<file path="src/rtl/vga_fml_arbiter.sv">
// ---------------------------------------------------------------------------
// vga_fml_arbiter
//
// Purpose: shares one FML slave port (the SDRAM controller's video channel)
// between the VGA LCD refresh master and the VGA CPU memory master. The LCD
// master wins ties because it is real-time. A run-length guard lets the CPU
// in after lcd_max_run consecutive LCD grants made while the CPU was waiting.
// A grant is held for the whole burst: address phase plus burst_len beats.
//
// Parameters:
//   fml_depth   - FML byte-address width
//   burst_len   - data beats per FML transaction (>= 2)
//   lcd_max_run - consecutive LCD grants allowed while CPU is pending (>= 1)
//
// Ports:
//   sys_clk, sys_rst_n       - clock (rising edge), async active-low reset
//   cpu_fml_* / lcd_fml_*    - the two FML master ports (adr/stb/we/sel/do in,
//                              ack/di out)
//   fml_*                    - FML slave port (adr/stb/we/sel/do out,
//                              ack/di in)
//   gnt_lcd, gnt_cpu         - current owner of the slave port, for debug
// ---------------------------------------------------------------------------
module vga_fml_arbiter #(
  parameter int fml_depth   = 20,
  parameter int burst_len   = 4,
  parameter int lcd_max_run = 8
) (
  input  logic                 sys_clk,
  input  logic                 sys_rst_n,

  input  logic [fml_depth-1:0] cpu_fml_adr,
  input  logic                 cpu_fml_stb,
  input  logic                 cpu_fml_we,
  input  logic [1:0]           cpu_fml_sel,
  input  logic [15:0]          cpu_fml_do,
  output logic                 cpu_fml_ack,
  output logic [15:0]          cpu_fml_di,

  input  logic [fml_depth-1:0] lcd_fml_adr,
  input  logic                 lcd_fml_stb,
  input  logic                 lcd_fml_we,
  input  logic [1:0]           lcd_fml_sel,
  input  logic [15:0]          lcd_fml_do,
  output logic                 lcd_fml_ack,
  output logic [15:0]          lcd_fml_di,

  output logic [fml_depth-1:0] fml_adr,
  output logic                 fml_stb,
  output logic                 fml_we,
  output logic [1:0]           fml_sel,
  output logic [15:0]          fml_do,
  input  logic                 fml_ack,
  input  logic [15:0]          fml_di,

  output logic                 gnt_lcd,
  output logic                 gnt_cpu
);

  localparam int RUN_W  = $clog2(lcd_max_run + 1);
  localparam int BEAT_W = (burst_len > 1) ? $clog2(burst_len) : 1;

  localparam logic [RUN_W-1:0]  RUN_MAX   = RUN_W'(lcd_max_run);
  localparam logic [BEAT_W-1:0] BEAT_LAST = BEAT_W'(burst_len - 1);

  typedef enum logic [1:0] {
    IDLE    = 2'd0,
    LCD_ADR = 2'd1,
    CPU_ADR = 2'd2,
    DATA    = 2'd3
  } state_t;

  state_t              state_q, state_d;
  logic                owner_lcd_q, owner_lcd_d;   // owner during DATA
  logic [BEAT_W-1:0]   beat_q, beat_d;
  logic [RUN_W-1:0]    run_cnt_q, run_cnt_d;

  // Guard trips when the CPU is waiting and LCD has already used its run.
  logic guard_trip;
  assign guard_trip = cpu_fml_stb && (run_cnt_q == RUN_MAX);

  // -------------------------------------------------------------------------
  // State register
  // -------------------------------------------------------------------------
  always_ff @(posedge sys_clk or negedge sys_rst_n) begin
    if (!sys_rst_n) begin
      state_q     <= IDLE;
      owner_lcd_q <= 1'b0;
      beat_q      <= '0;
      run_cnt_q   <= '0;
    end else begin
      state_q     <= state_d;
      owner_lcd_q <= owner_lcd_d;
      beat_q      <= beat_d;
      run_cnt_q   <= run_cnt_d;
    end
  end

  // -------------------------------------------------------------------------
  // Next-state logic
  // -------------------------------------------------------------------------
  always_comb begin
    state_d     = state_q;
    owner_lcd_d = owner_lcd_q;
    beat_d      = beat_q;
    run_cnt_d   = run_cnt_q;

    case (state_q)
      IDLE: begin
        if (lcd_fml_stb && !guard_trip) begin
          state_d     = LCD_ADR;
          owner_lcd_d = 1'b1;
          // Only LCD grants that made the CPU wait count towards the run.
          if (cpu_fml_stb) begin
            if (run_cnt_q != RUN_MAX) begin
              run_cnt_d = run_cnt_q + 1'b1;
            end
          end else begin
            run_cnt_d = '0;
          end
        end else if (cpu_fml_stb) begin
          state_d     = CPU_ADR;
          owner_lcd_d = 1'b0;
          run_cnt_d   = '0;
        end
      end

      LCD_ADR, CPU_ADR: begin
        if (fml_ack) begin
          state_d = DATA;
          beat_d  = '0;
        end
      end

      DATA: begin
        if (beat_q == BEAT_LAST) begin
          state_d = IDLE;
          beat_d  = '0;
        end else begin
          beat_d = beat_q + 1'b1;
        end
      end

      default: begin
        state_d = IDLE;
      end
    endcase
  end

  // -------------------------------------------------------------------------
  // Output steering
  // -------------------------------------------------------------------------
  logic in_lcd_adr, in_cpu_adr, in_data;
  assign in_lcd_adr = (state_q == LCD_ADR);
  assign in_cpu_adr = (state_q == CPU_ADR);
  assign in_data    = (state_q == DATA);

  assign gnt_lcd = in_lcd_adr || (in_data && owner_lcd_q);
  assign gnt_cpu = in_cpu_adr || (in_data && !owner_lcd_q);

  // Address and direction only matter during the address phase; write data
  // and byte enables are steered for the whole grant because write beat 0
  // coincides with the ack cycle.
  always_comb begin
    fml_stb = 1'b0;
    fml_adr = '0;
    fml_we  = 1'b0;
    fml_sel = 2'b00;
    fml_do  = 16'h0000;

    if (in_lcd_adr) begin
      fml_stb = 1'b1;
      fml_adr = lcd_fml_adr;
      fml_we  = lcd_fml_we;
    end else if (in_cpu_adr) begin
      fml_stb = 1'b1;
      fml_adr = cpu_fml_adr;
      fml_we  = cpu_fml_we;
    end

    if (gnt_lcd) begin
      fml_sel = lcd_fml_sel;
      fml_do  = lcd_fml_do;
    end else if (gnt_cpu) begin
      fml_sel = cpu_fml_sel;
      fml_do  = cpu_fml_do;
    end
  end

  // Slave ack is forwarded without delay, and only during the address phase.
  assign lcd_fml_ack = in_lcd_adr && fml_ack;
  assign cpu_fml_ack = in_cpu_adr && fml_ack;

  assign lcd_fml_di = fml_di;
  assign cpu_fml_di = fml_di;

endmodule

</file>
<file path="config.mk">
export PLATFORM = sky130hd
export DESIGN_NAME = vga_fml_arbiter
export DESIGN_NICKNAME = d
export VERILOG_FILES = /design/src/rtl/vga_fml_arbiter.sv
export SDC_FILE = /design/constraint.sdc
export NUM_CORES = 1
export LEC_CHECK = 0
export ABC_AREA = 1
export CORE_MARGIN = 2
export CORE_UTILIZATION = 24
export CTS_CLUSTER_DIAMETER = 120
export CTS_CLUSTER_SIZE = 30
export DETAILED_ROUTE_END_ITERATION = 8
export PLACE_DENSITY = 0.79
export SLEW_MARGIN = 10
export SYNTH_ARGS = -nofsm -noshare
export SYNTH_HDL_FRONTEND = slang
export SYNTH_SLANG_ARGS = --single-unit
export TNS_END_PERCENT = 100
</file>
<file path="constraint.sdc">
create_clock -name sys_clk -period 1.5 [get_ports sys_clk]
set_input_delay 0.3 -clock sys_clk [delete_from_list [all_inputs] [get_ports sys_clk]]
set_output_delay 0.3 -clock sys_clk [all_outputs]
set_load 0.02 [all_outputs]
</file>
==> reports/metrics.yaml, run 1 <==
timing:
  fin_skew_ns: 0.003974
  fin_crit_ns: 1.995
  finalCritPeriodShare_pct: 133.0
  relSlewSlack_pct: 69.70
  holdWs_ns: 0.3749
  setup_violations: 46
  final_hold_viol_count: 0
  setup_slack_ns: -0.4947
  rsz0062_at_grt: "true"
  max_freq_mhz: 501.3
  maxSlewViolCount: 0
  tightest_slew_ns: 0.4531
yosys:
  ys_top_cells_by_count: "nand2_1 (96), nand3_1 (44), buf_4 (33)"
  synth_seq_area_share_pct: 15.78
  avgSynthCellArea_um2: 6.024
  synth_edf_count: 0
  async_flop_share_pct: 100.0
  synth_fp_nets: 345
  yosysMostFrequentCell: "nand2_1"
  ys_seq_elements: 9
  netlist_area_um2: 1428
  ys_types: 18
  ys.flop_type: "dfrtp_1"
  synthCells: 237
  yosys_warnings: 0
  yosys.area.top_type: "nand2_1"
  synth_area_leaders: "nand2_1 (25%), buf_4 (17%), dfrtp_1 (16%)"
  synth_top_area_share_pct: 25.24
place:
  gp_congestion: 0.7811
  placed_cell_area_um2: 2744
  dp.final_hpwl_mm: 3.761
  io_buffers: 126
pwr:
  switchingPower_mw: 3.918
  power.density_nw_per_um2: 2232
  clkPwrFrac_pct: 3.7
  swShare_pct: 47.86
  intPower_mw: 4.269
  power_frac_comb_pct: 90.4
  ir_worst_vdd_uv: 1221
  p_leak_nw: 1.611
  sequentialPowerShare_pct: 5.9
detailed_routing:
  dr.pass1.iters: 5
  wl_mm: 6.285
  ant_nets: 0
  dr.first_iter.drc_count: 26
  drcViolationCount: 0
  routedWlPerCell_um: 14.28
  vias_per_cell: 4.527
  vias: 1992
die:
  die-area_um2: 6581
  die_w_um: 81.13
  ios: 175
  core_um2: 5851
  num_rows: 28
  chipHeight_um: 81.13
  start_util_pct: 24.40
layout:
  drive_above_1_share_pct: 52.88
  num_antenna_cells: 0
  final_cell_area_um2: 3669
  n_fill_cell: 476
  area_growth_pct: 157.0
  fin_util_pct: 62.70
  fin_nets: 474
run:
  cap_viol_max_count: 0
global_routing:
  grt_pass1_wl_mm: 7.886
  grt_pass1_vias: 1795
  grt.overflow.total: 0
  antenna_found_initial: 0
  grt_start_max_net_pins: 20
  grt_usage_pct: 15.03
clock_tree:
  cts-root-buf: "clkbuf_8"
  clk_pin_slew_worst_paths_ns: 0.05
  cts_tree: "yes"
  cts_hold_buffers: 0
  cts_buffer_depth: 2
  h-tree-depth: 1
  cts_sinks: 9
  clock_latency_ns: 0.24
  cts_made_buffers: 3
worst_setup_path:
  cp_max_fo: 5
  critPathKind: "reg2out"
  cp.required_ns: 1.20
  r2r-end: "state_q[0]$_DFFE_PN0P_"
  reg2reg_slack_ns: -0.04
  reg2reg_from: "state_q[0]$_DFFE_PN0P_"
  cp_data_arrival_time_ns: 1.69
  start_kind: "flip-flop"
  reg2reg_depth: 9
  crit_path_end_kind: "primary output"
hold_path:
  min_path_type: "in2async"
outcome:
  violations: "setup timing"
  status: "finished, violations left"
-- how the worst max path moves through the flow --
stage                                 from         end  slack (ns)  depth (start not counted)
finish              state_q[1]$_DFFE_PN0P_  fml_do[14]       -0.49                          8
global route        state_q[1]$_DFFE_PN0P_  fml_do[14]       -0.58                          8
CTS                 state_q[0]$_DFFE_PN0P_  fml_do[14]       -0.48                          6
detailed placement  state_q[0]$_DFFE_PN0P_   fml_do[3]       -0.72                          6
global placement    state_q[0]$_DFFE_PN0P_   fml_do[4]       -0.67                          6
floorplan           state_q[1]$_DFFE_PN0P_  fml_do[13]       -0.17                          8
-- registers in the layout, indices dropped and copies added (netlist names) --
| register | count |
|---|---|
| beat_q | 2 |
| owner_lcd_q | 1 |
| run_cnt_q | 4 |
| state_q | 2 |
-- power by group through the flow --
stage          combinational, mW  clock, mW  sequential [mW]
2_1_floorplan               2.98          0            0.433
3_3_place_gp                4.81          0            0.451
3_5_place_dp                4.86          0            0.461
4_1_cts                     5.88      0.297            0.453
5_1_grt                     7.88      0.316            0.497
6_report                    7.40      0.299            0.484
-- final cells by class --
type | count | area (um2) | share of cell area, %
flip-flops and latches | 9 | 227.7 | 6.207
multi-input cells | 170 | 1391 | 37.93
repair buffers | 166 | 1838 | 50.10
inverters | 16 | 72.57 | 1.978
well taps | 75 | 93.84 | 2.558
clock buffers | 4 | 45.04 | 1.228
-- cells in the final DEF (no fill, tap or decap), types with 3 or more instances in the layout --
cell             Yosys  final
clkdlybuf4s50_1      0     82
buf_6                3     61
nand2_1             96     48
nand2_2              2     36
nand3_2              0     24
nand2_4              0     14
nand3_4              0     14
buf_4               33     12
inv_1               15      9
dfrtp_1              9      7
nand3_1             44      6
inv_2                0      5
o21ai_0              8      5
ha_4                 0      5
nand4_1              4      4
ha_1                 9      4
buf_12               0      4
o21ai_1              0      3
clkbuf_8             0      3
clkbuf_16            0      3
-- critical path: stages, from the launching register on --
cell and delay, ns:
dfrtp_2 0.41, buf_6 0.13, ha_4 0.13, inv_2 0.04, o21bai_4 0.26, clkbuf_16 0.21
nand3_2 0.08, nand2_4 0.08, buf_6 0.11
-- timing repair --
item,4_1_cts,5_1_grt
setup buffers,11,10
setup endpoints to repair,48,53
gates resized for setup,289,108
pin swaps,16,45
cloned,4,4
-- cell families (layout without fill, tap and decap cells) --
logic type / Yosys count / after routing / synth area share (%)
compound gates: 11 / 11 / 5.785
fa+ha+maj: 9 / 9 / 7.888
simple gates: 149 / 149 / 44.08
buf+inv: 58 / 186 / 25.85
xor+xnor: 1 / 1 / 0.6136
flops: 9 / 9 / 15.78
-- stage by stage --
step | worst slack, ns | setup TNS [ns] | cells | power (mW)
2_1_floorplan | -0.1658 | -2.366 | 237 | 3.414
3_3_place_gp | -0.6692 | -26.63 | 411 | 5.258
3_5_place_dp | -0.7175 | -27.61 | 411 | 5.320
4_1_cts | -0.4810 | -16.13 | 429 | 6.625
5_1_grt | -0.5786 | -19.87 | 440 | 8.696
6_report | -0.4947 | -17.15 | 440 | 8.187
-- metal layers --
metal	global-route usage [%]	part of all wire [%]	vias to the layer above
met5	0	0	-
met4	2.881	1.1	0
met3	4.778	8.5	12
met2	29.59	56	93
met1	15.43	35	903
li1	-	-	984
Note: power is estimated with default switching activity, not from simulation.
==> inputs of run 2 (changes only) <==
Settings changed: CORE_ASPECT_RATIO set to 2, GPL_ROUTABILITY_DRIVEN set to 1.
==> run 2 against run 1 <==
  * The run still ends with setup timing left
  * Maximum frequency increased by 3.6%
  * Flip-flop and latch count unchanged
  * Routed wire length increased by 14%
  * Critical path depth decreased by 1
  * Via count increased by 1.0%
  * First-iteration DRC count increased to 3.0 times the previous value
  * Critical path type unchanged
  * Critical endpoint is now fml_do[3]
  * Largest cell class unchanged
  * Highest routed layer unchanged
==> reports/metrics.yaml, run 2 (same netlist as run 1, synthesis figures left out) <==
outcome:
  status: "finished, violations left"  # unchanged
  violations: "setup timing"  # unchanged
pwr:
  ir_worst_vdd_uv: 1644  # was 1221 uV
  power.density_nw_per_um2: 2252  # was 2232 nW/um2
  intPower_mw: 4.245  # was 4.269 mW
  p_leak_nw: 1.694  # was 1.611 nW
  power_frac_comb_pct: 88.2  # was 90.4%
  clkPwrFrac_pct: 5.9  # was 3.7%
  sequentialPowerShare_pct: 5.9  # about the same
  switchingPower_mw: 3.810  # was 3.918 mW
  swShare_pct: 47.30  # was 47.86%
run:
  cap_viol_max_count: 0  # unchanged
detailed_routing:
  dr.pass1.iters: 5  # unchanged
  routedWlPerCell_um: 17.33  # was 14.28 um
  wl_mm: 7.156  # was 6.285 mm
  drt-met1-wl_mm: 2.234  # was 2.187 mm
  drcViolationCount: 0  # unchanged
  top_layer: "met4"  # unchanged
  vias_per_cell: 4.872  # was 4.527
  dr_wl_met2_mm: 3.947  # was 3.491 mm
  dr.first_iter.drc_count: 78  # was 26
  ant_nets: 0  # unchanged
  wl_met3_um: 619  # was 535 um
  vias: 2012  # was 1992
timing:
  fin_crit_ns: 1.925  # was 1.995 ns
  relSlewSlack_pct: 71.62  # was 69.70%
  tightest_slew_ns: 0.4244  # was 0.4531 ns
  max_freq_mhz: 519.5  # was 501.3 MHz
  final_hold_viol_count: 0  # unchanged
  rsz0062_at_grt: "true"  # unchanged
  setup_tns_ns: -16.26  # was -17.15 ns
  maxSlewViolCount: 0  # unchanged
  setup_slack_ns: -0.4249  # was -0.4947 ns
  setup_violations: 47  # was 46
  finalCritPeriodShare_pct: 128.3  # was 133.0%
  fin_skew_ns: 0.001966  # was 0.003974 ns
worst_setup_path:
  r2r-end: "beat_q[0]$_DFFE_PN0P_"  # was state_q[0]$_DFFE_PN0P_
  reg2reg_from: "state_q[0]$_DFFE_PN0P_"  # unchanged
  cp.required_ns: 1.20  # about the same
  start_kind: "flip-flop"  # unchanged
  crit_path_end_kind: "primary output"  # unchanged
  critPathKind: "reg2out"  # unchanged
  reg2reg_depth: 8  # was 9
  cp_max_fo: 9  # was 5
  cp_data_arrival_time_ns: 1.62  # was 1.69 ns
  reg2reg_slack_ns: -0.01  # was -0.04 ns
clock_tree:
  clk_pin_slew_worst_paths_ns: 0.04  # was 0.05 ns
  clock_latency_ns: 0.24  # about the same
  cts_buffer_depth: 2  # unchanged
  cts_tree: "yes"  # unchanged
  cts_sinks: 9  # unchanged
  cts-root-buf: "clkbuf_16"  # was clkbuf_8
  h-tree-depth: 1  # unchanged
  cts_made_buffers: 3  # unchanged
layout:
  final_cell_area_um2: 3577  # was 3669 um2
  largest_reg_flops: 4  # unchanged
  layout_common_cells: "clkdlybuf4s50_1 (82), buf_6 (43), nand2_2 (39)"  # was clkdlybuf4s50_1 (82), buf_6 (61), nand2_1 (48)
  largestRegisters: "run_cnt_q x4, beat_q x2, state_q x2"  # unchanged
  num_antenna_cells: 0  # unchanged
  regMostFlops: "run_cnt_q"  # unchanged
  drive_above_1_share_pct: 52.56  # was 52.88%
  layout_commonest_cell: "clkdlybuf4s50_1"  # unchanged
  fin_nets: 461  # was 474
  area_growth_pct: 150.6  # was 157.0%
die:
  die_w_um: 58.54  # was 81.13 um
  start_util_pct: 25.01  # was 24.40%
  num_rows: 39  # was 28
  ios: 175  # unchanged
  core_um2: 5709  # was 5851 um2
  die-area_um2: 6619  # was 6581 um2
  chipHeight_um: 113.1  # was 81.13 um
place:
  dp.final_hpwl_mm: 4.618  # was 3.761 mm
  io_buffers: 126  # unchanged
  gp_congestion: 0.9003  # was 0.7811
  placed_cell_area_um2: 2756  # was 2744 um2
global_routing:
  grt_pass1_wl_mm: 9.666  # was 7.886 mm
  grt_start_max_net_pins: 23  # was 20
  grt_pass1_vias: 1999  # was 1795
  grt_usage_pct: 18.95  # was 15.03%
  antenna_found_initial: 0  # unchanged
  grt.overflow.total: 0  # unchanged
hold_path:
  min_path_type: "in2async"  # unchanged
==> run 2: timing repair <==
action / 4_1_cts / 5_1_grt
hold endpoints to repair: 0 / 0
gates resized for setup: 311 / 72
endpoints found under the setup margin: 48 / 48
gates cloned: 5 / 4
hold buffers: 0 / 0
pin swaps: 12 / 22
buffers inserted: 5 / 1
==> run 2: worst max-delay path, cell delays in order, from the launching register on <==
cell	delay, ns
dfrtp_2	0.45
inv_2	0.11
ha_4	0.18
o21bai_4	0.16
clkbuf_16	0.20
nand3_2	0.09
nand2_4	0.08
buf_6	0.11
==> run 2: per-stage QoR <==
stage | cells | power (mW) | setup slack (ns) | util [%] | hold WS, ns
6_report | 413 | 8.055 | -0.4249 | 62.66 | 0.3706
4_1_cts | 409 | 7.339 | -0.4117 | 56.67 | 0.3809
3_5_place_dp | 396 | 5.499 | -0.7260 | 48.28 | 0.5465
3_3_place_gp | 396 | 5.426 | -0.6631 | 48.28 | 0.5298
2_1_floorplan | 237 | 3.414 | -0.1658 | - | 0.004409
5_1_grt | 413 | 8.471 | -0.5027 | 62.66 | 0.4077
==> run 2: how the worst max path moves through the flow <==
stage	start	to	slack, ns	cells past startpoint
floorplan	state_q[1]$_DFFE_PN0P_	fml_do[13]	-0.17	8
global placement	state_q[0]$_DFFE_PN0P_	fml_do[5]	-0.66	6
detailed placement	state_q[0]$_DFFE_PN0P_	fml_do[14]	-0.73	6
CTS	state_q[0]$_DFFE_PN0P_	fml_do[4]	-0.41	7
global route	state_q[0]$_DFFE_PN0P_	fml_do[11]	-0.50	7
finish	state_q[0]$_DFFE_PN0P_	fml_do[3]	-0.42	7
==> run 2: layout make-up <==
class / count / area [um2]
Fill cell: 457 / 2132
Timing Repair Buffer: 153 / 1760
Multi-Input combinational cell: 170 / 1354
Sequential cell: 9 / 227.7
Inverter: 16 / 80.08
Clock buffer: 4 / 78.83
Tap cell: 61 / 76.32
==> run 2: power by group through the flow <==
stage | clock network, mW | logic (mW) | registers (mW)
global placement | 0 | 4.98 | 0.450
floorplan | 0 | 2.98 | 0.433
detailed placement | 0 | 5.04 | 0.460
CTS | 0.475 | 6.39 | 0.470
global route | 0.496 | 7.49 | 0.484
finish | 0.476 | 7.10 | 0.476
==> run 2: layer usage <==
metal  GRT usage [%]  vias up
met2           34.91       96
met4           10.08        0
li1                -      956
met3           4.343       42
met1           18.58      918
met5               0        -
